--- config.mk ---
export PLATFORM = sky130hd
export DESIGN_NAME = operand_fetch
export DESIGN_NICKNAME = d
export VERILOG_FILES = /design/src/rtl/opf_pkg.sv /design/src/rtl/opf_scoreboard.sv /design/src/rtl/operand_fetch.sv
export SDC_FILE = /design/constraint.sdc
export NUM_CORES = 1
export LEC_CHECK = 0
export BUFFER_PORTS_ARGS = -buffer_cell sky130_fd_sc_hd__buf_2
export CORE_MARGIN = 1
export CORE_UTILIZATION = 45
export DETAILED_ROUTE_END_ITERATION = 6
export HOLD_SLACK_MARGIN = 0.1
export PLACE_DENSITY_LB_ADDON = 0.12
export SETUP_SLACK_MARGIN = 0.4
export SLEW_MARGIN = 20
export SYNTH_ARGS = -nofsm -noshare
export SYNTH_HDL_FRONTEND = slang
export SYNTH_SLANG_ARGS = --single-unit
--- constraint.sdc ---
create_clock -name clk -period 2.3 [get_ports clk]
set_input_delay 0.23 -clock clk [delete_from_list [all_inputs] [get_ports clk]]
set_output_delay 0.23 -clock clk [all_outputs]
set_load 0.02 [all_outputs]
--- src/rtl/opf_pkg.sv ---
// opf_pkg: shared width defaults and register count for the operand-fetch stage.
package opf_pkg;
  localparam int DATA_W_DEF = 32;
  localparam int ADDR_W_DEF = 5;
  localparam int NREGS      = 32;
endpackage

--- src/rtl/opf_scoreboard.sv ---
// opf_scoreboard: busy bit per register, set on issue and cleared on writeback (set wins).
module opf_scoreboard
  import opf_pkg::*;
#(
  parameter int ADDR_W = ADDR_W_DEF
) (
  input  logic              clk,
  input  logic              rst_n,
  input  logic              set_en,
  input  logic [ADDR_W-1:0] set_addr,
  input  logic              clr_en,
  input  logic [ADDR_W-1:0] clr_addr,
  input  logic [ADDR_W-1:0] rs1,
  input  logic [ADDR_W-1:0] rs2,
  input  logic [ADDR_W-1:0] rd,
  output logic              busy_rs1,
  output logic              busy_rs2,
  output logic              busy_rd
);
  logic [NREGS-1:0] busy, busy_nxt;
  always_comb begin
    busy_nxt = busy;
    if (clr_en) busy_nxt[clr_addr] = 1'b0;
    if (set_en) busy_nxt[set_addr] = 1'b1;
    busy_nxt[0] = 1'b0;
  end
  always_ff @(posedge clk or negedge rst_n)
    if (!rst_n) busy <= '0;
    else        busy <= busy_nxt;
  assign busy_rs1 = busy[rs1];
  assign busy_rs2 = busy[rs2];
  assign busy_rd  = busy[rd];
endmodule

--- src/rtl/operand_fetch.sv ---
// operand_fetch: scoreboarded operand read with one-cycle registered bundle.
// Define OPFETCH_BYPASS_EN to forward same-cycle writeback data into the operands.
module operand_fetch
  import opf_pkg::*;
#(
  parameter int DATA_W = DATA_W_DEF,
  parameter int ADDR_W = ADDR_W_DEF
) (
  input  logic              clk,
  input  logic              rst_n,
  input  logic              i_valid,
  output logic              o_ready,
  input  logic [ADDR_W-1:0] i_rs1,
  input  logic [ADDR_W-1:0] i_rs2,
  input  logic [ADDR_W-1:0] i_rd,
  input  logic              i_rd_we,
  output logic [ADDR_W-1:0] o_rd_addr1,
  output logic [ADDR_W-1:0] o_rd_addr2,
  input  logic [DATA_W-1:0] i_rd_data1,
  input  logic [DATA_W-1:0] i_rd_data2,
  input  logic [ADDR_W-1:0] i_wb_addr,
  input  logic [DATA_W-1:0] i_wb_data,
  input  logic              i_wb_en,
  output logic              o_valid,
  input  logic              i_ready,
  output logic [DATA_W-1:0] o_op1,
  output logic [DATA_W-1:0] o_op2,
  output logic [ADDR_W-1:0] o_rd,
  output logic              o_rd_we
);
`ifdef OPFETCH_BYPASS_EN
  localparam bit BYPASS = 1'b1;
`else
  localparam bit BYPASS = 1'b0;
`endif
  logic b1, b2, brd, hit1, hit2, hz1, hz2, hazard, accept;
  logic [DATA_W-1:0] op1, op2;
  opf_scoreboard #(.ADDR_W(ADDR_W)) u_sb (
    .clk      (clk),
    .rst_n    (rst_n),
    .set_en   (accept && i_rd_we && i_rd != '0),
    .set_addr (i_rd),
    .clr_en   (i_wb_en),
    .clr_addr (i_wb_addr),
    .rs1      (i_rs1),
    .rs2      (i_rs2),
    .rd       (i_rd),
    .busy_rs1 (b1),
    .busy_rs2 (b2),
    .busy_rd  (brd)
  );
  assign o_rd_addr1 = i_rs1;
  assign o_rd_addr2 = i_rs2;
  assign hit1 = i_wb_en && i_wb_addr == i_rs1 && i_rs1 != '0;
  assign hit2 = i_wb_en && i_wb_addr == i_rs2 && i_rs2 != '0;
  // Without forwarding, a source written this cycle must wait for the RF update.
  assign hz1 = BYPASS ? b1 && !hit1 : b1 || hit1;
  assign hz2 = BYPASS ? b2 && !hit2 : b2 || hit2;
  assign hazard  = i_valid && (hz1 || hz2 || (i_rd_we && brd));
  assign o_ready = (!o_valid || i_ready) && !hazard;
  assign accept  = i_valid && o_ready;
  assign op1 = i_rs1 == '0 ? '0 : BYPASS && hit1 ? i_wb_data : i_rd_data1;
  assign op2 = i_rs2 == '0 ? '0 : BYPASS && hit2 ? i_wb_data : i_rd_data2;
  always_ff @(posedge clk or negedge rst_n)
    if (!rst_n) begin
      o_valid <= 1'b0;
      o_op1   <= '0;
      o_op2   <= '0;
      o_rd    <= '0;
      o_rd_we <= 1'b0;
    end else if (accept) begin
      o_valid <= 1'b1;
      o_op1   <= op1;
      o_op2   <= op2;
      o_rd    <= i_rd;
      o_rd_we <= i_rd_we;
    end else if (i_ready) o_valid <= 1'b0;
endmodule
==> results.tsv <==
stage	metric	value	unit
min_path	hold path endpoint	o_op1[21]	
floorplanning	Die Ht	112	um
cts	Clock Tree Buf Depth	2	
sta	final worst slack	-0.490	ns
synth	share of the synthesized area in the top cell type	47.2	%
worst_setup_path	path depth of the worst reg2reg path	11	
worst_setup_path	Crit path buffers/inverters	3	
cts	CTS Sinks	102	
cells_and_area	area delta synth->final	48.0	%
worst_setup_path	WS Path Type	flop to output port	
floorplanning	initial core utilization	46.8	%
cts	H-tree depth	3	
sta	Final min period	2.79	ns
global_routing	global-route usage over all layers	26.3	%
sta	Slew Viols, Final	0	
synth	syn avg cell area	9.82	um2
worst_setup_path	CP max-delay cell	mux4_2	
cells_and_area	layout cell share with drive strength beyond 1	52.6	%
global_routing	total grt overflow	0	
floorplanning	overall die width	112	um
worst_setup_path	worst-path cell chain	mux4_2, and2_4, o221a_1, a31o_1, buf_4, nor4_2, buf_4, nand2_1, a21boi_4, buf_6	
worst_setup_path	Worst R2R End	o_rd[4]	
pwr	Pleak	3.84	nW
placement	Port Buffers	171	
sta	slew margin rel.	47.1	%
min_path	Hold Path Depth	3	
sta	Fin. Hold Viols	0	
floorplanning	Core Box Area	11600	um2
routing	DRC	17	
global_routing	largest net degree at the start of global routing	65	
floorplanning	Die Area	12500	um2
min_path	min-delay src	i_rd_data1[21]	
global_routing	initial antenna violation count	1	
global_routing	vias in the first global route	5024	
routing	antenna-violating nets left	0	
status	failing checks	design-rule violations, negative setup slack	
sta	WHS	0.112	ns
synth	synthesis-stage register bit count	102	
sta	period utilization	121	%
sta	RSZ-0062 raised after global routing	true	
synth	ranking of synthesized cells by area	dfrtp_1 (47%), o21ai_1 (12%), mux4_2 (6.2%), nand2_1 (4.9%), o31ai_1 (4.3%)	
cells_and_area	ANT cells	0	
cts	Clock Latency Late Sink	0.35	ns
worst_setup_path	CP most frequent cell	buf_4	
sta	Final Setup Violations	103	
worst_setup_path	Startpoint Class	flop	
placement	GP Congestion	0.929	
routing	vias	5415	
synth	cell count after synthesis	551	
cells_and_area	nets	892	
cells_and_area	post-layout util	69.2	%
worst_setup_path	Crit path required time	2.07	ns
pwr	pwr dens	820	nW/um2
status	status	complete, but fails checks	
min_path	Hold Path Class	primary input to flop	
synth	largest area contributor in the netlist	dfrtp_1	
sta	worst clock skew	0.0102	ns
sta	Max Freq	358	MHz
routing	1st-iter DRT viols	439	
worst_setup_path	CP peak stage delay	0.45	ns
worst_setup_path	R2R Path Start	u_sb.busy[21]	
job	number of max-cap violations	0	
worst_setup_path	Worst Setup End Kind	output port	
worst_setup_path	r2r setup slk	-0.49	ns
routing	drt wl/cell	19.7	um
cts	Root Driver	clkbuf_16	
cts	Num CTS Buffers	9	
pwr	VDD IR-drop max	0.484	mV
synth	Mapped Area	5410	um2
cts	TritonCTS clock tree	yes	
floorplanning	io pins	204	
synth	Synth Net Count	673	
cts	Clock transition at path regs	0.07	ns
floorplanning	row cnt	39	
placement	HPWL Detailed	11500	um
worst_setup_path	Top Family by Delay on Critical Path	compound AO/OA/AOI/OAI gates	
routing	via-per-instance ratio	5.91	
worst_setup_path	CP Max Fanout	2	
synth	Ys Warns	0	
routing	drt pass-1 iters	7	
routing	Detailed Route WL	18100	um
synth	synth unique cells	46	
sta	Worst Tran Pin Value	0.791	ns
worst_setup_path	WP data arrival	2.56	ns
global_routing	first-pass GRT wire length	25700	um
synth	register area share after synthesis	47.2	%
==> flip-flops by register name, summed over array words and instances (netlist names) <==
name and flops:
o_op1 32, o_op2 32, u_sb.busy 31, o_rd 5
o_rd_we 1, o_valid 1
==> metal layers <==
layer	wire [um]	global-route usage (%)	share of wire, %	vias up
li1	-	-	-	2456
met2	8930	43.7	49	238
met3	1060	3.86	5.9	38
met4	389	10.2	2.2	2
met1	7670	34.8	42	2681
met5	13	0	0.072	-
==> cell usage in the layout (no fill, tap or decap), types with 3 or more instances in the layout <==
cell type | Yosys | final
and3_1 | 3 | 3
buf_12 | 0 | 8
buf_2 | 10 | 169
buf_4 | 10 | 67
buf_6 | 8 | 4
buf_8 | 0 | 3
clkbuf_16 | 0 | 20
dfrtp_1 | 102 | 102
dlygate4sd3_1 | 0 | 3
inv_6 | 0 | 3
mux2_2 | 3 | 3
mux2_4 | 3 | 6
mux2i_1 | 16 | 15
mux4_2 | 15 | 15
nand2_1 | 71 | 71
nand2b_1 | 4 | 4
nand3_1 | 8 | 7
nand3b_1 | 11 | 11
nand4_1 | 3 | 3
nor2_1 | 8 | 8
nor2b_1 | 3 | 3
nor3b_1 | 4 | 3
o21ai_0 | 35 | 35
o21ai_1 | 128 | 64
o21ai_2 | 0 | 63
o31ai_2 | 0 | 19
o31ai_4 | 0 | 10
or3b_2 | 5 | 5
xor2_1 | 8 | 8
==> worst register-to-register path, delay by kind of cell, from the launching register on <==
family,cells,cell delay [ns]
and+or+nand+nor,3,0.42
buffers and inverters,4,0.62
AOI/OAI and AO/OA,2,0.47
DFF,1,0.39
muxes,2,0.77
==> worst max-delay path by stage <==
stage,startpoint,cells after the start,to
2_1_floorplan,u_sb.busy[23],9,o_rd[2]
3_3_place_gp,u_sb.busy[23],8,o_op2[17]
3_5_place_dp,i_rs2[1],9,o_op1[14]
4_1_cts,u_sb.busy[23],10,o_ready
5_1_grt,u_sb.busy[21],11,o_rd[3]
6_report,u_sb.busy[21],10,o_ready
==> cells by family after synthesis <==
logic type | count (synthesis) | share of synthesized area [%]
xor+xnor | 10 | 1.62
flops | 102 | 47.2
mux | 40 | 11.3
compound gates | 208 | 21.5
simple gates | 133 | 12.4
buf+inv | 58 | 6.06
==> cell type report <==
cell class	count	area, um2
multi-input combinational	391	3060
sequential	102	2550
timing repair buffer	266	1930
fill	894	3560
clock inverter	3	26.3
tap	143	179
clock buffer	12	256
==> stage by stage <==
stage / std cells / cell area (um2) / setup slack (ns) / setup TNS (ns) / power, mW
global route: 917 / 8010 / -0.572 / -48.81 / 6.85
CTS: 901 / 7260 / -0.500 / -39.76 / 6.14
global placement: 880 / 6780 / -0.363 / -32.08 / 4.55
floorplan: 551 / 5440 / -0.0804 / -3.70 / 3.76
finish: 917 / 8010 / -0.490 / -39.76 / 6.56
detailed placement: 880 / 6780 / -0.436 / -35.46 / 4.60
==> cells in the mapped netlist (all sizes together) <==
library cell / instances
o21ai: 163
dfrtp: 102
nand2: 71
o31ai: 31
buf: 29
clkbuf: 29
mux2i: 16
mux4: 15
nand3b: 11
mux2: 9
nand3: 8
nor2: 8
xor2: 8
or3b: 5
nand2b: 4
nor3b: 4
and3: 3
nand4: 3
nor2b: 3
nor4: 3
a21oi: 2
a31o: 2
and2: 2
nand4b: 2
nor3: 2
o211ai: 2
or3: 2
xnor2: 2
a21boi: 1
a221o: 1
and4: 1
o2111ai: 1
o21ba: 1
o221a: 1
o22a: 1
o22ai: 1
o311ai: 1
or4: 1
==> where the power goes <==
part	leakage, nW	total [mW]	switching, mW	internal (mW)
Combinational	2.40	2.58	1.48	1.10
Clock	0.140	1.49	0.693	0.801
Sequential	1.30	2.49	0.260	2.23
Total	3.84	6.56	2.43	4.13
==> what timing repair did <==
| item | 4_1_cts | 5_1_grt |
|---|---|---|
| pin swaps | 0 | 56 |
| hold buffers | 3 | 0 |
| gates resized for setup | 30 | 96 |
| hold endpoints to repair | 52 | 0 |
| cloned | 0 | 14 |
| endpoints found under the setup margin | 103 | 103 |
| buffers inserted | 3 | 2 |
(Power assumes the default switching activity.)
